[config.mk]
export PLATFORM = sky130hd
export DESIGN_NAME = pwm_sequencer_flat
export DESIGN_NICKNAME = d
export VERILOG_FILES = /design/src/rtl/pwm_sequencer_if.sv /design/src/rtl/pwm_sequencer.sv /design/src/flat_wrapper.sv
export SDC_FILE = /design/constraint.sdc
export NUM_CORES = 1
export LEC_CHECK = 0
export CAP_MARGIN = 15
export CORE_MARGIN = 2
export CORE_UTILIZATION = 34
export DETAILED_ROUTE_END_ITERATION = 10
export PLACE_DENSITY = 0.59
export REMOVE_ABC_BUFFERS = 1
export SETUP_SLACK_MARGIN = 0.02
export SLEW_MARGIN = 40
export SYNTH_ARGS = -nofsm -noshare
export SYNTH_HDL_FRONTEND = slang
export SYNTH_SLANG_ARGS = --single-unit
[constraint.sdc]
create_clock -name clk -period 3.75 [get_ports clk]
set_input_delay 0.375 -clock clk [delete_from_list [all_inputs] [get_ports clk]]
set_output_delay 0.375 -clock clk [all_outputs]
set_load 0.03 [all_outputs]
[src/rtl/pwm_sequencer_if.sv]
// Purpose: write-only master bus between pwm_sequencer and its slave.
// Latency: none; the interface only bundles wires.
// Backpressure: the slave stalls by raising master_busy; a write is accepted when master_we=1 and master_busy=0.
// Ports:
//   master_we          request, held high until accepted
//   master_address     write address
//   master_byteSelect  byte lanes, 4'hF during a write
//   master_dataWrite   write data
//   master_busy        slave stall
interface pwm_sequencer_if #(
  parameter int ADDRESS_WIDTH = 24
) ();
  logic                     master_we;
  logic [ADDRESS_WIDTH-1:0] master_address;
  logic [3:0]               master_byteSelect;
  logic [31:0]              master_dataWrite;
  logic                     master_busy;

  modport master (
    output master_we,
    output master_address,
    output master_byteSelect,
    output master_dataWrite,
    input  master_busy
  );

  modport slave (
    input  master_we,
    input  master_address,
    input  master_byteSelect,
    input  master_dataWrite,
    output master_busy
  );
endinterface

[src/rtl/pwm_sequencer.sv]
// Purpose: steps through a table of words, writing one to TARGET on the bus per PWM period tick.
// Latency: master_we rises one cycle after the period_tick that starts a step.
// Backpressure: master_busy holds the write (address and data frozen); a tick arriving meanwhile is dropped and flags OVERRUN.
// Ports:
//   clk, rst                        clock, synchronous active-high reset
//   cfg_we/cfg_address/cfg_dataWrite  register write port
//   cfg_dataRead                    combinational register read (unmapped -> 0)
//   period_tick                     one-cycle pulse at each PWM period end
//   bus                             pwm_sequencer_if master modport
//   seq_running                     high whenever the FSM is not IDLE
//   seq_irq                         one-cycle interrupt pulse
// Optional feature: define PWM_SEQUENCER_IRQ_EN to drive seq_irq on DONE/OVERRUN set; otherwise seq_irq is 0.
// Register map: 0 CONTROL {LAST[7:4], LOOP[1], ENABLE[0]}, 1 TARGET,
//   2 STATUS {OVERRUN[10], DONE[9], running[8], index[3:0]}, 16.. TABLE[n].
module pwm_sequencer #(
  parameter int STEPS         = 8,
  parameter int ADDRESS_WIDTH = 24
) (
  input  logic                  clk,
  input  logic                  rst,
  input  logic                  cfg_we,
  input  logic [4:0]            cfg_address,
  input  logic [31:0]           cfg_dataWrite,
  output logic [31:0]           cfg_dataRead,
  input  logic                  period_tick,
  pwm_sequencer_if.master       bus,
  output logic                  seq_running,
  output logic                  seq_irq
);

  localparam int IW = (STEPS > 1) ? $clog2(STEPS) : 1;

  typedef enum logic [1:0] {IDLE, WAIT_TICK, WRITE} state_t;

  state_t                   state_q, state_d;
  logic [3:0]               idx_q, idx_d;
  logic                     enable_q;
  logic                     loop_q;
  logic [3:0]               last_q;
  logic [ADDRESS_WIDTH-1:0] target_q;
  logic                     done_q;
  logic                     ovr_q;
  logic [31:0]              data_q;
  logic [ADDRESS_WIDTH-1:0] addr_q;
  logic [31:0]              table_q [STEPS];

  logic wr_ctrl, wr_tgt, wr_stat, wr_tab, tab_hit;
  logic start, accept;
  logic load, done_set, ovr_set, en_clr;

  assign tab_hit = cfg_address[4] && (32'(cfg_address[3:0]) < 32'(STEPS));
  assign wr_ctrl = cfg_we && (cfg_address == 5'd0);
  assign wr_tgt  = cfg_we && (cfg_address == 5'd1);
  assign wr_stat = cfg_we && (cfg_address == 5'd2);
  assign wr_tab  = cfg_we && tab_hit;

  // Only a 0->1 transition of ENABLE launches a run from IDLE.
  assign start   = wr_ctrl && cfg_dataWrite[0] && !enable_q;
  assign accept  = (state_q == WRITE) && !bus.master_busy;
  // Any tick seen in WRITE (including the acceptance cycle) cannot be served.
  assign ovr_set = period_tick && (state_q == WRITE);

  always_comb begin
    state_d  = state_q;
    idx_d    = idx_q;
    load     = 1'b0;
    done_set = 1'b0;
    en_clr   = 1'b0;
    case (state_q)
      IDLE: begin
        if (start) begin
          state_d = WAIT_TICK;
          idx_d   = 4'd0;
        end
      end
      WAIT_TICK: begin
        if (!enable_q) begin
          state_d = IDLE;
        end else if (period_tick) begin
          state_d = WRITE;
          load    = 1'b1;
        end
      end
      WRITE: begin
        if (accept) begin
          if (!enable_q) begin
            // Disabled while the write was pending: finish it, keep index.
            state_d = IDLE;
          end else if (idx_q < last_q) begin
            idx_d   = 4'(idx_q + 4'd1);
            state_d = WAIT_TICK;
          end else if (loop_q) begin
            idx_d   = 4'd0;
            state_d = WAIT_TICK;
          end else begin
            done_set = 1'b1;
            en_clr   = 1'b1;
            state_d  = IDLE;
          end
        end
      end
      default: state_d = IDLE;
    endcase
  end

  always_ff @(posedge clk) begin
    if (rst) begin
      state_q  <= IDLE;
      idx_q    <= 4'd0;
      enable_q <= 1'b0;
      loop_q   <= 1'b0;
      last_q   <= 4'd0;
      target_q <= '0;
      done_q   <= 1'b0;
      ovr_q    <= 1'b0;
      data_q   <= 32'd0;
      addr_q   <= '0;
      for (int i = 0; i < STEPS; i++) begin
        table_q[i] <= 32'd0;
      end
    end else begin
      state_q <= state_d;
      idx_q   <= idx_d;

      if (wr_ctrl) begin
        enable_q <= cfg_dataWrite[0];
        loop_q   <= cfg_dataWrite[1];
        if (32'(cfg_dataWrite[7:4]) >= 32'(STEPS)) begin
          last_q <= 4'(STEPS - 1);
        end else begin
          last_q <= cfg_dataWrite[7:4];
        end
      end
      if (en_clr) begin
        enable_q <= 1'b0;
      end

      if (wr_tgt) begin
        target_q <= cfg_dataWrite[ADDRESS_WIDTH-1:0];
      end
      if (wr_tab) begin
        table_q[cfg_address[IW-1:0]] <= cfg_dataWrite;
      end

      // Snapshot data and address so later cfg writes cannot disturb an in-flight write.
      if (load) begin
        data_q <= table_q[idx_q[IW-1:0]];
        addr_q <= target_q;
      end

      // Sticky status: the clear is applied first so a same-cycle set wins.
      if (wr_stat && cfg_dataWrite[9]) begin
        done_q <= 1'b0;
      end
      if (done_set) begin
        done_q <= 1'b1;
      end
      if (wr_stat && cfg_dataWrite[10]) begin
        ovr_q <= 1'b0;
      end
      if (ovr_set) begin
        ovr_q <= 1'b1;
      end
    end
  end

`ifdef PWM_SEQUENCER_IRQ_EN
  logic irq_q;

  // One pulse per cycle in which either sticky bit is set, even if both are.
  always_ff @(posedge clk) begin
    if (rst) begin
      irq_q <= 1'b0;
    end else begin
      irq_q <= done_set || ovr_set;
    end
  end

  assign seq_irq = irq_q;
`else
  assign seq_irq = 1'b0;
`endif

  assign seq_running           = (state_q != IDLE);
  assign bus.master_we         = (state_q == WRITE);
  assign bus.master_address    = (state_q == WRITE) ? addr_q : target_q;
  assign bus.master_byteSelect = (state_q == WRITE) ? 4'hF : 4'h0;
  assign bus.master_dataWrite  = (state_q == WRITE) ? data_q : 32'd0;

  always_comb begin
    cfg_dataRead = 32'd0;
    case (cfg_address)
      5'd0:    cfg_dataRead = {24'd0, last_q, 2'b00, loop_q, enable_q};
      5'd1:    cfg_dataRead = 32'(target_q);
      5'd2:    cfg_dataRead = {21'd0, ovr_q, done_q, seq_running, 4'd0, idx_q};
      default: begin
        if (tab_hit) begin
          cfg_dataRead = table_q[cfg_address[IW-1:0]];
        end
      end
    endcase
  end

endmodule

[src/flat_wrapper.sv]
// flat-port wrapper written by rule: the top's interface ports become plain ports
module pwm_sequencer_flat 
#(
  parameter int STEPS         = 8,
  parameter int ADDRESS_WIDTH = 24
)
  (clk, rst, cfg_we, cfg_address, cfg_dataWrite, cfg_dataRead, period_tick, seq_running, seq_irq, bus_master_we, bus_master_address, bus_master_byteSelect, bus_master_dataWrite, bus_master_busy);
  pwm_sequencer_if #(.ADDRESS_WIDTH(ADDRESS_WIDTH)) bus_i ();
  input  logic clk;
  input  logic rst;
  input  logic cfg_we;
  input  logic [4:0] cfg_address;
  input  logic [31:0] cfg_dataWrite;
  output logic [31:0] cfg_dataRead;
  input  logic period_tick;
  output logic seq_running;
  output logic seq_irq;
  output wire logic [$bits(bus_i.master_we)-1:0] bus_master_we;
  output wire logic [$bits(bus_i.master_address)-1:0] bus_master_address;
  output wire logic [$bits(bus_i.master_byteSelect)-1:0] bus_master_byteSelect;
  output wire logic [$bits(bus_i.master_dataWrite)-1:0] bus_master_dataWrite;
  input wire logic [$bits(bus_i.master_busy)-1:0] bus_master_busy;
  assign bus_master_we = bus_i.master_we;
  assign bus_master_address = bus_i.master_address;
  assign bus_master_byteSelect = bus_i.master_byteSelect;
  assign bus_master_dataWrite = bus_i.master_dataWrite;
  assign bus_i.master_busy = bus_master_busy;
  pwm_sequencer #(.STEPS(STEPS), .ADDRESS_WIDTH(ADDRESS_WIDTH)) u_core (.clk(clk), .rst(rst), .cfg_we(cfg_we), .cfg_address(cfg_address), .cfg_dataWrite(cfg_dataWrite), .cfg_dataRead(cfg_dataRead), .period_tick(period_tick), .bus(bus_i), .seq_running(seq_running), .seq_irq(seq_irq));
endmodule
=== Word level (Yosys, flattened, before mapping) ===
Memory sizes are Yosys's and may differ from the RTL's. A register that Yosys moved wholly into a read port is not among the register bits.
Cells that the tools add are included.

* Word-level logic and storage cells: 86
* Memories kept: 1
* Register bits after elaboration: 62
* Bits in writable memories: 256
* Input bits: 42

{| class="wikitable"
|+ Memories
! name !! depth !! bits a word !! rd ports !! clocked after memory_dff !! write ports !! line !! source
|-
| u_core.table_q || 8 || 32 || 2 || 1 || 8 || pwm_sequencer.sv:45 || <nowiki>logic [31:0] table_q [STEPS];</nowiki>
|}

* Mux-type cells: 40
* Add/subtract/negate cells: 1
* Reduce and logical (&&, ||, !) cells: 23
* Eq/ne operators: 9
* $lt $le $gt $ge: 3

{| class="wikitable"
|+ Operator list
! operator !! number
|-
| 32-bit two-way mux || 3
|-
| 32-bit case mux with 3 select lines || 1
|-
| 32-bit OR reduction || 1
|-
| 4-bit two-way mux || 7
|-
| 24-bit two-way mux || 1
|-
| 1-bit two-way mux || 19
|-
| 2-bit two-way mux || 6
|-
| 1-bit logical AND || 11
|-
| 4-bit case mux with 2 select lines || 1
|-
| 2-bit nonzero test || 4
|-
| 2-bit by 1-bit != test with 1-bit output, second input constant || 3
|-
| 2-bit case mux with 3 select lines || 1
|-
| 5-bit by 1-bit == test with 1-bit output, second input constant || 1
|-
| 5-bit by 2-bit == test with 1-bit output, second input constant || 1
|-
| 5-bit zero test || 1
|-
| 5-bit AND reduction || 1
|-
| 4-bit by 1-bit adder with 4-bit output, second input constant || 1
|-
| 4-bit greater-or-equal comparator, second input constant || 1
|-
| 4-bit less-than comparator || 1
|-
| 4-bit less-than comparator, second input constant || 1
|-
| 3-bit two-way mux || 1
|-
| 3-bit by 1-bit != test with 1-bit output, second input constant || 1
|-
| 3-bit != test, second input constant || 1
|-
| 3-bit AND reduction || 1
|-
| other kinds (5) || 6
|}

=== Depth between registers and ports, before layout ===
Gate-level depths: netlist of the first run.

* Depth in word-level cells: 8
* Depth in mapped cells: 9
* Gate-level depth less buffers: 7

=== Worst setup path before layout of the first run ===
OpenSTA, ideal clock, no wires.

* Kind: input-to-output
* Start: in cfg_address[2]
* End: out cfg_dataRead[12]
* Stages: 7
* Arrival: 1859 ps
* Buffers on the path: 3
* Slack: 1516 ps
* Cells stage by stage: buf_6 buf_4 buf_2 nand2_1 o22ai_1 a221oi_1 o21ai_0

* Longest elaborated chain between the ends: 4
* Elaborated cells on any way between the ends: 8
* Those cells by class: order compare (1); eq/ne (2); mux (2); reduce/logical (2); memory (1)

{| class="wikitable"
|+ RTL lines
! element !! line !! source
|-
| start, declared || flat_wrapper.sv:12 || <nowiki>input logic [4:0] cfg_address;</nowiki>
|-
| 4-bit less-than comparator || pwm_sequencer.sv:51 || <nowiki>assign tab_hit = cfg_address[4] && (32'(cfg_address[3:0]) < 32'(STEPS));</nowiki>
|-
| 1-bit logical AND || pwm_sequencer.sv:51 ||
|-
| 32-bit two-way mux || pwm_sequencer.sv:197 || <nowiki>if (tab_hit) begin</nowiki>
|-
| 32-bit case mux with 3 select lines * || pwm_sequencer.sv:192 || <nowiki>case (cfg_address)</nowiki>
|-
| end, declared || flat_wrapper.sv:14 || <nowiki>output logic [31:0] cfg_dataRead;</nowiki>
|}

Every way passes the cells marked *; elsewhere a longest branch is shown, timed or not.

=== Final worst setup path of the first run ===
* Start: in cfg_address[0]
* End: out cfg_dataRead[17]

Same word-level chain as after synthesis.

==> results of run 1 <==
==> cells by family (layout without fill, tap and decap cells) <==
kind of cell               count (synthesis)  after routing
adders and majority gates                  4              4
buffers and inverters                    130            277
DFF                                      350            350
other                                      1              1
and+or+nand+nor                          538            538
AOI/OAI and AO/OA                        207            207
muxes                                    196            196
==> final timing paths <==
check,cells after the start,to,start
min,2,u_core.addr_q[21],rst
max,6,cfg_dataRead[17],cfg_address[0]
min reg2reg,2,u_core.addr_q[10],u_core.addr_q[10]
max reg2reg,6,u_core.idx_q[0],u_core.idx_q[0]
==> placed cells by master, fill, tap and decap left out, types with 5 or more instances in the layout <==
cell type and count:
sky130_fd_sc_hd__a22o_1 14, sky130_fd_sc_hd__a21oi_1 70, sky130_fd_sc_hd__nor3_1 8, sky130_fd_sc_hd__clkinv_2 5, sky130_fd_sc_hd__clkbuf_16 41, sky130_fd_sc_hd__buf_12 25, sky130_fd_sc_hd__a221oi_1 14, sky130_fd_sc_hd__a211oi_1 35
sky130_fd_sc_hd__nor2_1 52, sky130_fd_sc_hd__clkbuf_1 11, sky130_fd_sc_hd__nor2_4 8, sky130_fd_sc_hd__or2_2 8, sky130_fd_sc_hd__o21ai_0 5, sky130_fd_sc_hd__nor2b_1 9, sky130_fd_sc_hd__mux2_2 32, sky130_fd_sc_hd__nand3_1 6
sky130_fd_sc_hd__clkinv_1 11, sky130_fd_sc_hd__mux2i_1 62, sky130_fd_sc_hd__buf_4 59, sky130_fd_sc_hd__a21o_1 5, sky130_fd_sc_hd__a22oi_1 18, sky130_fd_sc_hd__o21ai_1 20, sky130_fd_sc_hd__inv_1 7, sky130_fd_sc_hd__nand2_1 134
sky130_fd_sc_hd__and2_1 292, sky130_fd_sc_hd__edfxtp_1 256, sky130_fd_sc_hd__clkdlybuf4s50_1 112, sky130_fd_sc_hd__mux4_2 96, sky130_fd_sc_hd__dfxtp_1 91
==> layer usage <==
| layer | up-vias | share of wire [%] | wire length (um) |
|---|---|---|---|
| li1 | 5490 | - | - |
| met5 | - | 0 | 0 |
| met1 | 6192 | 43 | 24000 |
| met3 | 84 | 7.6 | 4270 |
| met2 | 483 | 47 | 26400 |
| met4 | 0 | 2.4 | 1370 |
==> per-stage QoR <==
step                      instances  setup TNS, ns  setup WS, ns
after floorplan                1305         -97.76         -1.59
after global placement         2188              0         0.684
after detailed placement       2189              0         0.702
after CTS                      2261              0         0.693
after global routing           2261              0         0.587
final                          2261              0         0.692
==> sequential cells by signal, summed over array words and instances (netlist names) <==
register / cells
u_core.addr_q: 24
u_core.data_q: 32
u_core.done_q: 1
u_core.enable_q: 1
u_core.idx_q: 4
u_core.last_q: 4
u_core.loop_q: 1
u_core.ovr_q: 1
u_core.state_q: 2
u_core.table_q: 256
u_core.target_q: 24
==> where the power goes <==
| part | switching, mW | internal, mW | total (mW) |
|---|---|---|---|
| Combinational | 0.444 | 0.327 | 0.771 |
| Clock | 1.56 | 2.16 | 3.72 |
| Sequential | 0.0861 | 4.30 | 4.39 |
==> layout make-up <==
cell class	instances	area (um^2)
clock buffer	53	1080
clock inverter	19	134
fill	4849	31000
inverter	9	33.8
multi-input combinational	946	7640
sequential	350	9580
tap	688	861
timing repair buffer	196	2060
==> flow_summary.html, run 1 <==
<table>
<tr><th>Metric</th><th>Value</th></tr>
<tr><th colspan="2">Clock network</th></tr>
<tr><td>Post-cts repair resize count</td><td>0</td></tr>
<tr><td>Max H-tree Level</td><td>2</td></tr>
<tr><td>Clock latency at the later pin of the worst-skew pair</td><td>0.56 ns</td></tr>
<tr><td>Root buf cell</td><td>sky130_fd_sc_hd__clkbuf_16</td></tr>
<tr><td># clock sinks</td><td>350</td></tr>
<tr><td>CTS clock-pin slew for the worst setup and hold paths</td><td>~0.06 ns</td></tr>
<tr><td>Clock tree from TritonCTS</td><td>built</td></tr>
<tr><td>Maximum clock insertion buffer count</td><td>3</td></tr>
<tr><td>Total clock buffers created by CTS</td><td>40</td></tr>
<tr><td>Post-CTS repair timing setup buffer count</td><td>0</td></tr>
<tr><td>Count of hold-fix buffers inserted at cts</td><td>0</td></tr>
<tr><th colspan="2">Worst setup path</th></tr>
<tr><td>Most Frequent Cell on Critical Path</td><td>sky130_fd_sc_hd__buf_4</td></tr>
<tr><td>Cell chain of the critical path</td><td>buf_4 -&gt; buf_4 -&gt; mux4_2 -&gt; mux2i_1 -&gt; o21ai_1 -&gt; clkdlybuf4s50_1</td></tr>
<tr><td>Reg-to-reg setup timing slack</td><td>around 1.5 ns</td></tr>
<tr><td>Startpoint type of the worst setup path</td><td>input pin</td></tr>
<tr><td>Crit Path Category</td><td>in -&gt; out</td></tr>
<tr><td>CP max stage delay</td><td>0.61 ns</td></tr>
<tr><td>Slowest library cell on the worst path</td><td>sky130_fd_sc_hd__clkdlybuf4s50_1</td></tr>
<tr><td>CP top delay family</td><td>buffers and inverters</td></tr>
<tr><td>Top fanout value on the critical path</td><td>29</td></tr>
<tr><td>Crit path required time</td><td>between 3 and 4 ns</td></tr>
<tr><td>Arr. time, crit path</td><td>2.68 ns</td></tr>
<tr><td>Type of destination of the critical path</td><td>primary output</td></tr>
<tr><td>Sum of buffers and inverters on the critical path</td><td>3</td></tr>
<tr><th colspan="2">Timing</th></tr>
<tr><td>FMAX</td><td>~0.33 GHz</td></tr>
<tr><td>Actual slew at the worst max-slew pin</td><td>0.734 ns</td></tr>
<tr><td>Post-layout minimum cycle time</td><td>3.06 ns</td></tr>
<tr><td>Setup violations, final</td><td>0</td></tr>
<tr><td>Setup repair after global routing missed its margin</td><td>false</td></tr>
<tr><td>Post-route clock period utilization</td><td>81.5%</td></tr>
<tr><td>Final Slew Violations</td><td>0</td></tr>
<tr><td>Setup Skew</td><td>0.0131 ns</td></tr>
<tr><td>Final Hold Vio Count</td><td>0</td></tr>
<tr><td>Worst hold slack</td><td>0.211 ns</td></tr>
<tr><td>Slew HR</td><td>51.1%</td></tr>
<tr><th colspan="2">Logic synthesis</th></tr>
<tr><td>Gate Count Post-Synth</td><td>1426</td></tr>
<tr><td>Number of warnings issued by yosys</td><td>0</td></tr>
<tr><td>Most frequently used cell type in the post-synthesis netlist</td><td>sky130_fd_sc_hd__and2_1</td></tr>
<tr><td>Post-synth top area cell</td><td>sky130_fd_sc_hd__edfxtp_1</td></tr>
<tr><td>Fraction of the mapped netlist area in compound gates</td><td>7.71%</td></tr>
<tr><td>Share of synthesized flip-flops with an asynchronous set or reset</td><td>0%</td></tr>
<tr><td>Post-Synthesis Mean Instance Area</td><td>about 13 um^2</td></tr>
<tr><td>Ys flop type</td><td>sky130_fd_sc_hd__edfxtp_1</td></tr>
<tr><td>Post-synthesis simple-gate area fraction</td><td>about 16%</td></tr>
<tr><td>Multiplexer share of the synthesized area</td><td>17.9%</td></tr>
<tr><td>Largest family of logic cells by synthesized area</td><td>multiplexers</td></tr>
<tr><td>Post-synthesis share of cell area spent on xor and xnor gates</td><td>0%</td></tr>
<tr><td>EDFF count, synth</td><td>256</td></tr>
<tr><td>Fraction of post-synthesis cell area in the top cell type by area</td><td>42.7%</td></tr>
<tr><td>Summed instance area of the synthesized netlist</td><td>0.0180 mm^2</td></tr>
<tr><td>Adder-cell area share of the yosys netlist</td><td>0.278%</td></tr>
<tr><td>Number of library cell types mapped by synthesis</td><td>63</td></tr>
<tr><td>Leading cell types by total area after synthesis</td><td>sky130_fd_sc_hd__edfxtp_1 (43%), sky130_fd_sc_hd__mux4_2 (12%), sky130_fd_sc_hd__dfxtp_1 (10%), sky130_fd_sc_hd__and2_1 (10%), sky130_fd_sc_hd__mux2i_1 (3.4%)</td></tr>
<tr><td>Register bit count reported by yosys</td><td>350</td></tr>
<tr><td>Most frequent cells after synthesis</td><td>sky130_fd_sc_hd__and2_1 (292), sky130_fd_sc_hd__edfxtp_1 (256), sky130_fd_sc_hd__nand2_1 (134)</td></tr>
<tr><td>Sequential cell area fraction in the yosys report</td><td>53.1%</td></tr>
<tr><th colspan="2">Power</th></tr>
<tr><td>Areal power density over the cells</td><td>roughly 410 mW/mm^2</td></tr>
<tr><td>Post-layout power</td><td>8.88 mW</td></tr>
<tr><td>Worst vdd rail ir drop</td><td>0.000271 V</td></tr>
<tr><td>Static Leakage</td><td>7.16 nW</td></tr>
<tr><th colspan="2">Route</th></tr>
<tr><td>Post-detailed-route DRC marker count</td><td>0</td></tr>
<tr><td>Initial DRC Count</td><td>around 1100</td></tr>
<tr><td>Count of antenna-violating nets left after detailed routing</td><td>0</td></tr>
<tr><td>WL/cell</td><td>about 25 um</td></tr>
<tr><td>Number of vias per cell after detailed routing</td><td>approximately 5.4</td></tr>
<tr><td>Drt pass-1 iters</td><td>5</td></tr>
<tr><td>Count of vias placed by the detailed router</td><td>about 12000</td></tr>
<tr><td>Overall routed net length</td><td>56.0 mm</td></tr>
<tr><th colspan="2">GRT</th></tr>
<tr><td>Met1 usage in global routing</td><td>28.3%</td></tr>
<tr><td>Total global routing track utilization</td><td>20.6%</td></tr>
<tr><td>Global-route wire length before repair</td><td>roughly 82 mm</td></tr>
<tr><td>Maximum number of pins on one net before global-route repair</td><td>slightly above 60</td></tr>
<tr><td>Vias in the first global route</td><td>around 12000</td></tr>
<tr><td>Final global-route overflow total</td><td>0</td></tr>
<tr><td>M2 GR Usage</td><td>32.9%</td></tr>
<tr><td>Initial antenna violation count</td><td>0</td></tr>
<tr><td>Layer with the highest usage after global routing</td><td>met2</td></tr>
<tr><td>Met3 routing resource usage after global routing</td><td>around 4.2%</td></tr>
<tr><th colspan="2">Place</th></tr>
<tr><td>Gpl congestion</td><td>0.859</td></tr>
<tr><td>Detailed placer's ending HPWL</td><td>35.5 mm</td></tr>
<tr><td>Number of input and output port buffers inserted</td><td>~140</td></tr>
<tr><td>Placed inst area</td><td>0.0202 mm^2</td></tr>
<tr><th colspan="2">Die</th></tr>
<tr><td>Overall die height</td><td>234 um</td></tr>
<tr><td>Row cnt</td><td>84</td></tr>
<tr><td>Core footprint</td><td>0.0524 mm^2</td></tr>
<tr><td>Starting utilization of the core area</td><td>34.3%</td></tr>
<tr><td>Number of top-level pins</td><td>~140</td></tr>
<tr><td>Area of the die</td><td>0.0548 mm^2</td></tr>
<tr><td>X dimension of the die</td><td>234 um</td></tr>
<tr><th colspan="2">Finish</th></tr>
<tr><td>Antenna diode instance count</td><td>0</td></tr>
<tr><td>Final layout net count</td><td>1589</td></tr>
<tr><td>Fraction of final layout cells sized beyond drive strength 1</td><td>18.7%</td></tr>
<tr><td>Area Growth Syn to Fin</td><td>18.8%</td></tr>
<tr><td>Final standard cell utilization of the core</td><td>40.8%</td></tr>
<tr><td>Final instance area</td><td>0.0214 mm^2</td></tr>
<tr><th colspan="2">Run status</th></tr>
<tr><td>Result of the run</td><td>finished, final reports clean</td></tr>
<tr><th colspan="2">Worst hold path</th></tr>
<tr><td>Worst Hold Class</td><td>in -&gt; reg</td></tr>
<tr><th colspan="2">Run</th></tr>
<tr><td>MaxCap Viol Count</td><td>0</td></tr>
</table>
No activity file was read; power rests on OpenSTA's default activity.
==> run 2, diff against run 1 <==
--- a/config.mk
+++ b/config.mk
@@ -9,7 +9,7 @@
 export CORE_MARGIN = 2
 export CORE_UTILIZATION = 34
 export DETAILED_ROUTE_END_ITERATION = 10
-export PLACE_DENSITY = 0.59
+export PLACE_DENSITY = 0.61
 export REMOVE_ABC_BUFFERS = 1
 export SETUP_SLACK_MARGIN = 0.02
 export SLEW_MARGIN = 40
==> constraint.sdc (replaced) <==
create_clock -name clk -period 2.7 [get_ports clk]
set_input_delay 0.27 -clock clk [delete_from_list [all_inputs] [get_ports clk]]
set_output_delay 0.27 -clock clk [all_outputs]
set_load 0.03 [all_outputs]
==> run 2 against run 1 <==
Net effect:
- core utilization is 0.55 points higher
- sequential power grew 39%
- via count is 1.3% higher
- worst setup slack got worse by 0.56 ns
- clock-buffer cell count rose by 6
- global-route usage up 0.36 points
- largest power group unchanged
==> flow_summary.html, run 2 (synthesis results as in run 1) <==
<table>
<tr><th>Metric</th><th>Value</th></tr>
<tr><th colspan="2">Run status</th></tr>
<tr><td>Result of the run</td><td>finished, final reports clean</td></tr>
<tr><th colspan="2">Route</th></tr>
<tr><td>WL/cell</td><td>25.1 um</td></tr>
<tr><td>Count of vias placed by the detailed router</td><td>12400</td></tr>
<tr><td>Overall routed net length</td><td>57.2 mm</td></tr>
<tr><td>Post-detailed-route DRC marker count</td><td>0</td></tr>
<tr><td>Number of vias per cell after detailed routing</td><td>5.45</td></tr>
<tr><td>Initial DRC Count</td><td>around 1100</td></tr>
<tr><td>Drt pass-1 iters</td><td>5</td></tr>
<tr><td>Count of antenna-violating nets left after detailed routing</td><td>0</td></tr>
<tr><th colspan="2">Place</th></tr>
<tr><td>Detailed placer's ending HPWL</td><td>~35 mm</td></tr>
<tr><td>Number of input and output port buffers inserted</td><td>135</td></tr>
<tr><td>Gpl congestion</td><td>0.828</td></tr>
<tr><td>Pre-CTS WS</td><td>0.109 ns</td></tr>
<tr><th colspan="2">Power</th></tr>
<tr><td>Worst vdd rail ir drop</td><td>0.000349 V</td></tr>
<tr><td>Static Leakage</td><td>7.72 nW</td></tr>
<tr><td>Post-layout power</td><td>12.5 mW</td></tr>
<tr><td>Areal power density over the cells</td><td>577 mW/mm^2</td></tr>
<tr><th colspan="2">Finish</th></tr>
<tr><td>Most frequent standard cell in the layout excluding fill and tap cells</td><td>sky130_fd_sc_hd__and2_1</td></tr>
<tr><td>Final standard cell utilization of the core</td><td>41.3%</td></tr>
<tr><td>Flip-flop count of the largest register after layout</td><td>256</td></tr>
<tr><td>Largest registers ranked by flip-flop count</td><td>u_core.table_q (256), u_core.data_q (32)</td></tr>
<tr><td>Multi-input gate area</td><td>0.00762 mm^2</td></tr>
<tr><td>Most frequent cells in the layout</td><td>sky130_fd_sc_hd__and2_1 (292), sky130_fd_sc_hd__edfxtp_1 (256), sky130_fd_sc_hd__nand2_1 (134)</td></tr>
<tr><td>Top register by number of flip-flops</td><td>u_core.table_q</td></tr>
<tr><td>Fraction of final layout cells sized beyond drive strength 1</td><td>20.5%</td></tr>
<tr><td>Area Growth Syn to Fin</td><td>20.4%</td></tr>
<tr><td>FILL cells</td><td>4911</td></tr>
<tr><td>Area taken by flip-flops and latches</td><td>0.00958 mm^2</td></tr>
<tr><td>Final layout net count</td><td>1601</td></tr>
<tr><th colspan="2">Run</th></tr>
<tr><td>MaxCap Viol Count</td><td>0</td></tr>
<tr><th colspan="2">Die</th></tr>
<tr><td>Core footprint</td><td>roughly 0.052 mm^2</td></tr>
<tr><td>Area of the die</td><td>0.0548 mm^2</td></tr>
<tr><td>X dimension of the die</td><td>234 um</td></tr>
<tr><td>Row cnt</td><td>84</td></tr>
<tr><td>Number of top-level pins</td><td>137</td></tr>
<tr><td>Starting utilization of the core area</td><td>34.3%</td></tr>
<tr><td>Overall die height</td><td>between 200 and 250 um</td></tr>
<tr><th colspan="2">Clock network</th></tr>
<tr><td>CTS clock-pin slew for the worst setup and hold paths</td><td>0.06 ns</td></tr>
<tr><td>Max H-tree Level</td><td>2</td></tr>
<tr><td>Clock tree from TritonCTS</td><td>built</td></tr>
<tr><td>Total clock buffers created by CTS</td><td>41</td></tr>
<tr><td>Post-CTS repair timing setup buffer count</td><td>0</td></tr>
<tr><td>Count of hold-fix buffers inserted at cts</td><td>0</td></tr>
<tr><td>Clock latency at the later pin of the worst-skew pair</td><td>0.56 ns</td></tr>
<tr><td>Maximum clock insertion buffer count</td><td>3</td></tr>
<tr><td>Root buf cell</td><td>sky130_fd_sc_hd__clkbuf_16</td></tr>
<tr><td># clock sinks</td><td>350</td></tr>
<tr><th colspan="2">Worst hold path</th></tr>
<tr><td>Hold Startpoint</td><td>rst</td></tr>
<tr><td>Worst Hold Class</td><td>in -&gt; reg</td></tr>
<tr><th colspan="2">Worst setup path</th></tr>
<tr><td>Arr. time, crit path</td><td>between 2 and 2.5 ns</td></tr>
<tr><td>Crit path required time</td><td>2.43 ns</td></tr>
<tr><td>Startpoint type of the worst setup path</td><td>flop</td></tr>
<tr><td>Beginning of the worst register-to-register path</td><td>u_core.idx_q[0]</td></tr>
<tr><td>Type of destination of the critical path</td><td>primary output</td></tr>
<tr><td>Worst setup startpoint</td><td>u_core.table_q[4][13]</td></tr>
<tr><td>Top fanout value on the critical path</td><td>2</td></tr>
<tr><td>Crit Path Category</td><td>reg -&gt; out</td></tr>
<tr><th colspan="2">Timing</th></tr>
<tr><td>Setup violations, final</td><td>0</td></tr>
<tr><td>Post-layout minimum cycle time</td><td>2.57 ns</td></tr>
<tr><td>Final Hold Vio Count</td><td>0</td></tr>
<tr><td>FMAX</td><td>approximately 0.39 GHz</td></tr>
<tr><td>Worst Setup Slack, final</td><td>0.135 ns</td></tr>
<tr><td>Post-route clock period utilization</td><td>95.0%</td></tr>
<tr><td>Slew HR</td><td>37.9%</td></tr>
<tr><td>Actual slew at the worst max-slew pin</td><td>0.928 ns</td></tr>
<tr><td>Setup repair after global routing missed its margin</td><td>false</td></tr>
<tr><td>Final Slew Violations</td><td>0</td></tr>
<tr><td>Setup Skew</td><td>0.0107 ns</td></tr>
<tr><th colspan="2">GRT</th></tr>
<tr><td>Initial antenna violation count</td><td>1</td></tr>
<tr><td>Final global-route overflow total</td><td>0</td></tr>
<tr><td>Maximum number of pins on one net before global-route repair</td><td>just over 90</td></tr>
<tr><td>Total global routing track utilization</td><td>21.0%</td></tr>
<tr><td>Global-route wire length before repair</td><td>between 80 and 90 mm</td></tr>
<tr><td>Vias in the first global route</td><td>between 10000 and 15000</td></tr>
</table>
-- run 2: cell types whose count changed in the layout (fill, tap and decap cells not counted), moves of 5 or more --
cell | before | now
sky130_fd_sc_hd__clkdlybuf4s50_1 | 112 | 38
sky130_fd_sc_hd__dlygate4sd2_1 | 0 | 56
sky130_fd_sc_hd__buf_12 | 25 | 43
sky130_fd_sc_hd__buf_4 | 59 | 64
sky130_fd_sc_hd__dlymetal6s2s_1 | 0 | 5
-- run 2: critical path, cell delays in order, from the launching register on --
cell	delay [ns]
sky130_fd_sc_hd__edfxtp_1	0.38
sky130_fd_sc_hd__mux2_2	0.28
sky130_fd_sc_hd__a221oi_1	0.28
sky130_fd_sc_hd__a21oi_1	0.07
sky130_fd_sc_hd__a21oi_1	0.33
sky130_fd_sc_hd__o21ai_0	0.13
sky130_fd_sc_hd__buf_4	0.16
sky130_fd_sc_hd__buf_12	0.13
-- run 2: worst paths after layout --
path,end,slack [ns],cells after the start
min,u_core.target_q[19],0.03,2
max,cfg_dataRead[13],0.13,7
min reg2reg,u_core.addr_q[16],0.45,2
max reg2reg,u_core.data_q[15],0.69,4
-- run 2: timing repair --
action | 4_1_cts | 5_1_grt
endpoints found under the setup margin | 56 | 6
gates cloned | 1 | 0
resized for setup | 56 | 6
-- run 2: through the flow --
stage	instance area (um^2)	setup TNS [ns]	hold slack (ns)	std cells
3_3_place_gp	20400	0	0.438	2199
4_1_cts	21700	0	0.00439	2276
2_1_floorplan	17200	-199.13	0.339	1305
5_1_grt	21700	0	0.0212	2277
3_5_place_dp	20400	0	0.443	2199
6_report	21700	0	0.0257	2277
-- run 2: metal layers --
metal  GRT usage (%)  vias up  share of wire, %
li1                -     5508                 -
met3            3.37       94               7.6
met1            27.9     6282                42
met5               0        -                 0
met2            35.0      525                48
met4            6.67        0               2.6
-- run 2: layout make-up --
type / count / area share, %
antenna: 1 / 0.0115
clock buffer: 59 / 5.53
clock inverter: 17 / 0.369
inverter: 9 / 0.156
multi-input combinational: 946 / 35.2
sequential: 350 / 44.2
tap: 688 / 3.97
timing repair buffer: 207 / 10.6
-- run 2: power breakdown --
group	switching, mW	internal (mW)
registers	0.115	5.98
clock network	2.23	3.09
logic	0.621	0.485
total	2.97	9.55
==> variant 1, RTL diff (flow settings as in run 2) <==
The option `PWM_SEQUENCER_IRQ_EN` is turned on by a define.
--- a/src/rtl/pwm_sequencer.sv
+++ b/src/rtl/pwm_sequencer.sv
@@ -14,2 +14,4 @@
 //   2 STATUS {OVERRUN[10], DONE[9], running[8], index[3:0]}, 16.. TABLE[n].
+`define PWM_SEQUENCER_IRQ_EN
+
 module pwm_sequencer #(
Formal check against the unedited RTL: not equivalent (Yosys sat finds a counterexample within 4 cycles, from zero or initial values and one cycle with rst high).
==> variant 1 against run 2 <==
First-iteration DRC count rose by 9.4%; final area is 4.3% higher; sequential cell count is 1 higher; worst hold slack better by 0.11 ns; synthesized cell count is 11% higher; wire length increased by 0.77%; non-clock buffer count grew 32; power grew 0.77%; area after synthesis grew 0.94%; setup slack worse by 0.050 ns; via count grew 9.0%; largest cell class unchanged.
==> variant 1: results (changes against run 2) <==
- Status: finished, final reports clean (unchanged)
- Synth Area in Compound Gates: 0.123 (was 0.0771)
- VDD IR-drop max: 0.359 mV (was 0.349 mV)
- Worst path slowest cell: buf_4 (was edfxtp_1)
- Placed Cells: 2377 (was 2199)
- Number of non-clock inverters: 6 (was 9)
- Vias in the first global route: 13700 (was 12800)
- Placed instance area: 21300 um^2 (was 20400 um^2)
- Grt met1 use: 0.277 (was 0.279)
- Drt wl/cell: 23.6 um (was 25.1 um)
- First-pass GRT wire length: 87000 um (was 83600 um)
- Initial antenna violation count: 0 (was 1)
- DRT iter0 DRCs: 1213 (was 1109)
- Tcrit/Tclk final: 0.968 (was 0.950)
- Nets: 1776 (was 1601)
- R2r worst-path depth: 5 (was 4)
- Final GP Congestion: 0.826 (was 0.828)
- Total clock buffers created by CTS: 39 (was 41)
- Non-clock buffer total of the final layout: 239 (was 207)
- Initial DRT Pass Iterations: 8 (was 5)
- ClkCell Share: 0.0554 (was 0.0590)
- Fillers: 4974 (was 4911)
- LEAKAGE: 0.00792 uW (was 0.00772 uW)
- Top cells by area, synth: edfxtp_1, dfxtp_1, and2_1 (was edfxtp_1, mux4_2, dfxtp_1)
- Final instance area: 22600 um^2 (was 21700 um^2)
- # diodes: 0 (was 1)
- M2 GR Usage: 0.344 (was 0.350)
- Clk_buf instances: 45 (was 59)
- Area growth from synthesis to layout: 24.4% (was 20.4%)
- Place WS: -0.0255 ns (was 0.109 ns)
- Register area share after synthesis: 0.527 (was 0.531)
- Overall global routing resource usage: 0.206 (was 0.210)
- P_int: 9630 uW (was 9550 uW)
- CP delay by family, top: buffers and inverters (was compound AO/OA/AOI/OAI gates)
- Post-synthesis mux area share: 0.154 (was 0.179)
- Worst Skew: 0.0150 ns (was 0.0107 ns)
- Input/output buffers: 136 (was 135)
- Synth unique cells: 54 (was 63)
- #MultiIn Comb: 1093 (was 946)
- R2r setup slk: 0.61 ns (was 0.69 ns)
- Sequential fraction of total cell area: 0.424 (was 0.442)
- Share of cells above drive strength 1: 0.223 (was 0.205)
- Footprint of the multi-input gates: 8070 um^2 (was 7620 um^2)
- Most frequent cells after synthesis: and2_1, edfxtp_1, nand2_1 (unchanged)
- CP max stage delay: 0.50 ns (was 0.38 ns)
- Vias per cell: 5.53 (was 5.45)
- Smallest hold slack: 0.133 ns (was 0.0257 ns)
- Met3 global-route usage: 0.0299 (was 0.0337)
- NonClk Buf Share: 0.124 (was 0.106)
- Reg2reg start: u_core.idx_q[2] (was u_core.idx_q[0])
- Worst-path fanout max: 48 (was 2)
- Synth Area in Adders: 0.00275 (was 0.00278)
variant 1: metal layers:
metal / up-vias / routed length (um)
met3: 90 / 3810
li1: 6111 / -
met4: 0 / 1420
met1: 6819 / 24500
met2: 504 / 27900
met5: - / 0
variant 1: final timing paths:
check | to
min reg2reg | u_core.addr_q[10]
max reg2reg | u_core.data_q[1]
min | u_core.addr_q[18]
max | cfg_dataRead[2]
variant 1: power groups by stage:
| stage | clock [uW] | sequential, uW | combinational [uW] |
|---|---|---|---|
| 3_3_place_gp | 0 | 6220 | 1130 |
| 5_1_grt | 5640 | 6140 | 1210 |
| 3_5_place_dp | 0 | 6230 | 1140 |
| 4_1_cts | 5420 | 6110 | 1140 |
| 2_1_floorplan | 0 | 6180 | 480 |
| 6_report | 5350 | 6120 | 1140 |
variant 1: timing repair:
action                                  4_1_cts  5_1_grt
endpoints found under the setup margin       23       13
hold endpoints to repair                      0        0
gates resized for setup                      17       13
==> variant 2, RTL diff (settings of run 2) <==
Made on the original files. Register the input `cfg_dataWrite` before use, cleared by the reset. The logic sees it one clock later. The other inputs are not delayed to match.
--- a/src/rtl/pwm_sequencer.sv
+++ b/src/rtl/pwm_sequencer.sv
@@ -34,2 +34,12 @@
 
+  logic [31:0] cfg_dataWrite_q;
+
+  always_ff @(posedge clk) begin
+    if (rst) begin
+      cfg_dataWrite_q <= '0;
+    end else begin
+      cfg_dataWrite_q <= cfg_dataWrite;
+    end
+  end
+
   state_t                   state_q, state_d;
@@ -57,3 +67,3 @@
   // Only a 0->1 transition of ENABLE launches a run from IDLE.
-  assign start   = wr_ctrl && cfg_dataWrite[0] && !enable_q;
+  assign start   = wr_ctrl && cfg_dataWrite_q[0] && !enable_q;
   assign accept  = (state_q == WRITE) && !bus.master_busy;
@@ -125,8 +135,8 @@
       if (wr_ctrl) begin
-        enable_q <= cfg_dataWrite[0];
-        loop_q   <= cfg_dataWrite[1];
-        if (32'(cfg_dataWrite[7:4]) >= 32'(STEPS)) begin
+        enable_q <= cfg_dataWrite_q[0];
+        loop_q   <= cfg_dataWrite_q[1];
+        if (32'(cfg_dataWrite_q[7:4]) >= 32'(STEPS)) begin
           last_q <= 4'(STEPS - 1);
         end else begin
-          last_q <= cfg_dataWrite[7:4];
+          last_q <= cfg_dataWrite_q[7:4];
         end
@@ -138,6 +148,6 @@
       if (wr_tgt) begin
-        target_q <= cfg_dataWrite[ADDRESS_WIDTH-1:0];
+        target_q <= cfg_dataWrite_q[ADDRESS_WIDTH-1:0];
       end
       if (wr_tab) begin
-        table_q[cfg_address[IW-1:0]] <= cfg_dataWrite;
+        table_q[cfg_address[IW-1:0]] <= cfg_dataWrite_q;
       end
@@ -151,3 +161,3 @@
       // Sticky status: the clear is applied first so a same-cycle set wins.
-      if (wr_stat && cfg_dataWrite[9]) begin
+      if (wr_stat && cfg_dataWrite_q[9]) begin
         done_q <= 1'b0;
@@ -157,3 +167,3 @@
       end
-      if (wr_stat && cfg_dataWrite[10]) begin
+      if (wr_stat && cfg_dataWrite_q[10]) begin
         ovr_q <= 1'b0;
Check against the original RTL: not equivalent (a bounded check fails within 4 cycles, from zero or initial values and one cycle with rst high).
==> variant 2 against run 2 <==
First-iteration DRC count is 29% higher; wire length is 10% higher; area after synthesis is 6.5% higher; combinational power is 15% lower; count of clock-buffer cells in the layout is 3 higher; synthesized cell count is 19% higher; final area is 9.5% higher; power is 9.6% higher; core utilization is 1.0 points higher; critical path type unchanged; setup slack worse by 0.029 ns; sequential cell count is 32 higher; via count is 15% higher; fmax is 1.1% lower.
==> variant 2: results (changes against run 2) <==
- Share of cells above drive strength 1: 0.201 (was 0.205)
- Nets: 1882 (was 1601)
- Dpl hpwl: 40200 um (was 35200 um)
- DRT iter0 DRCs: 1426 (was 1109)
- First-pass GRT wire length: 93800 um (was 83600 um)
- VDD IR-drop max: 0.403 mV (was 0.349 mV)
- Resized Gates After CTS: 26 (was 56)
- Syn avg cell area: 11.3 um^2 (was 12.6 um^2)
- Total clock buffers created by CTS: 44 (was 41)
- Vias in the first global route: 14500 (was 12800)
- Worst Skew: 0.0207 ns (was 0.0107 ns)
- WL final: 63100 um (was 57200 um)
- Final Util: 0.424 (was 0.413)
- Top cells by area, synth: edfxtp_1, dfxtp_1, and2_1 (was edfxtp_1, mux4_2, dfxtp_1)
- Vias per cell: 5.44 (was 5.45)
- Synth unique cells: 54 (was 63)
- Crit path DAT: 2.32 ns (was 2.30 ns)
- Placed instance area: 22200 um^2 (was 20400 um^2)
- Fillers: 5268 (was 4911)
- Register area share after synthesis: 0.532 (was 0.531)
- Largest regs: u_core.table_q (256), u_core.cfg_dataWrite_q (32), u_core.data_q (32) (was u_core.table_q (256), u_core.data_q (32))
- Largest net degree at the start of global routing: 85 (was 93)
- Final GP Congestion: 0.861 (was 0.828)
- CP max stage delay: 0.41 ns (was 0.38 ns)
- Placed Cells: 2546 (was 2199)
- LEAKAGE: 0.00859 uW (was 0.00772 uW)
- Smallest hold slack: 0.123 ns (was 0.0257 ns)
- Setup slack after layout: 0.106 ns (was 0.135 ns)
- Slew margin rel.: 0.580 (was 0.379)
- Status: finished, final reports clean (unchanged)
- CP delay by family, top: compound AO/OA/AOI/OAI gates (unchanged)
- Initial DRT Pass Iterations: 6 (was 5)
- # diodes: 0 (was 1)
- Overall global routing resource usage: 0.212 (was 0.210)
- Most frequent cells after synthesis: and2_1, edfxtp_1, a21oi_1 (was and2_1, edfxtp_1, nand2_1)
- Clock Latency Late Sink: 0.58 ns (was 0.56 ns)
==> variant 2: changes by cell type in the layout (fill, tap and decap cells not counted), sizes merged, moves of 33 or more <==
cell / run 2 / this run
a21oi: 70 / 140
a221oi: 15 / 60
clkdlybuf4s50: 38 / 75
mux2: 37 / 118
mux4: 97 / 18
nor2b: 11 / 44
o21ai: 25 / 61
==> variant 2: area by class of cell <==
cell class	count	area share
inverter	11	0.00174
clock inverter	20	0.00975
multi-input combinational	1162	0.350
sequential	382	0.430
timing repair buffer	235	0.114
tap	756	0.0398
clock buffer	62	0.0544
==> variant 2: path summary, 6_finish.rpt <==
check	from	end	cells after the start
worst max register to register	u_core.idx_q[2]	u_core.data_q[19]	6
worst min register to register	u_core.addr_q[6]	u_core.addr_q[6]	2
worst min-delay path	rst	u_core.cfg_dataWrite_q[18]	2
worst max-delay path	u_core.table_q[3][12]	cfg_dataRead[12]	6
==> variant 2: logic make-up after synthesis <==
family | count (synthesis) | share of synthesized area
flip-flops | 382 | 0.532
AO/OA/AOI/OAI | 368 | 0.125
multiplexers | 226 | 0.138
adder cells (fa/ha/maj) | 4 | 0.00261
AND/OR/NAND/NOR | 563 | 0.161
buffers and inverters | 154 | 0.0420
other | 1 | 0.000195
==> variant 2: power breakdown <==
part	total (uW)	switching (uW)	leakage, uW	internal, uW
Sequential	6490	133	0.00377	6360
Clock	6290	2470	0.000744	3820
Combinational	938	539	0.00407	399
Total	13700	3140	0.00859	10600
==> variant 2: layer usage <==
layer | GRT usage | wire length (um)
met3 | 0.0297 | 4360
met1 | 0.281 | 26400
met5 | 0 | 0
met4 | 0.0731 | 1820
met2 | 0.354 | 30600
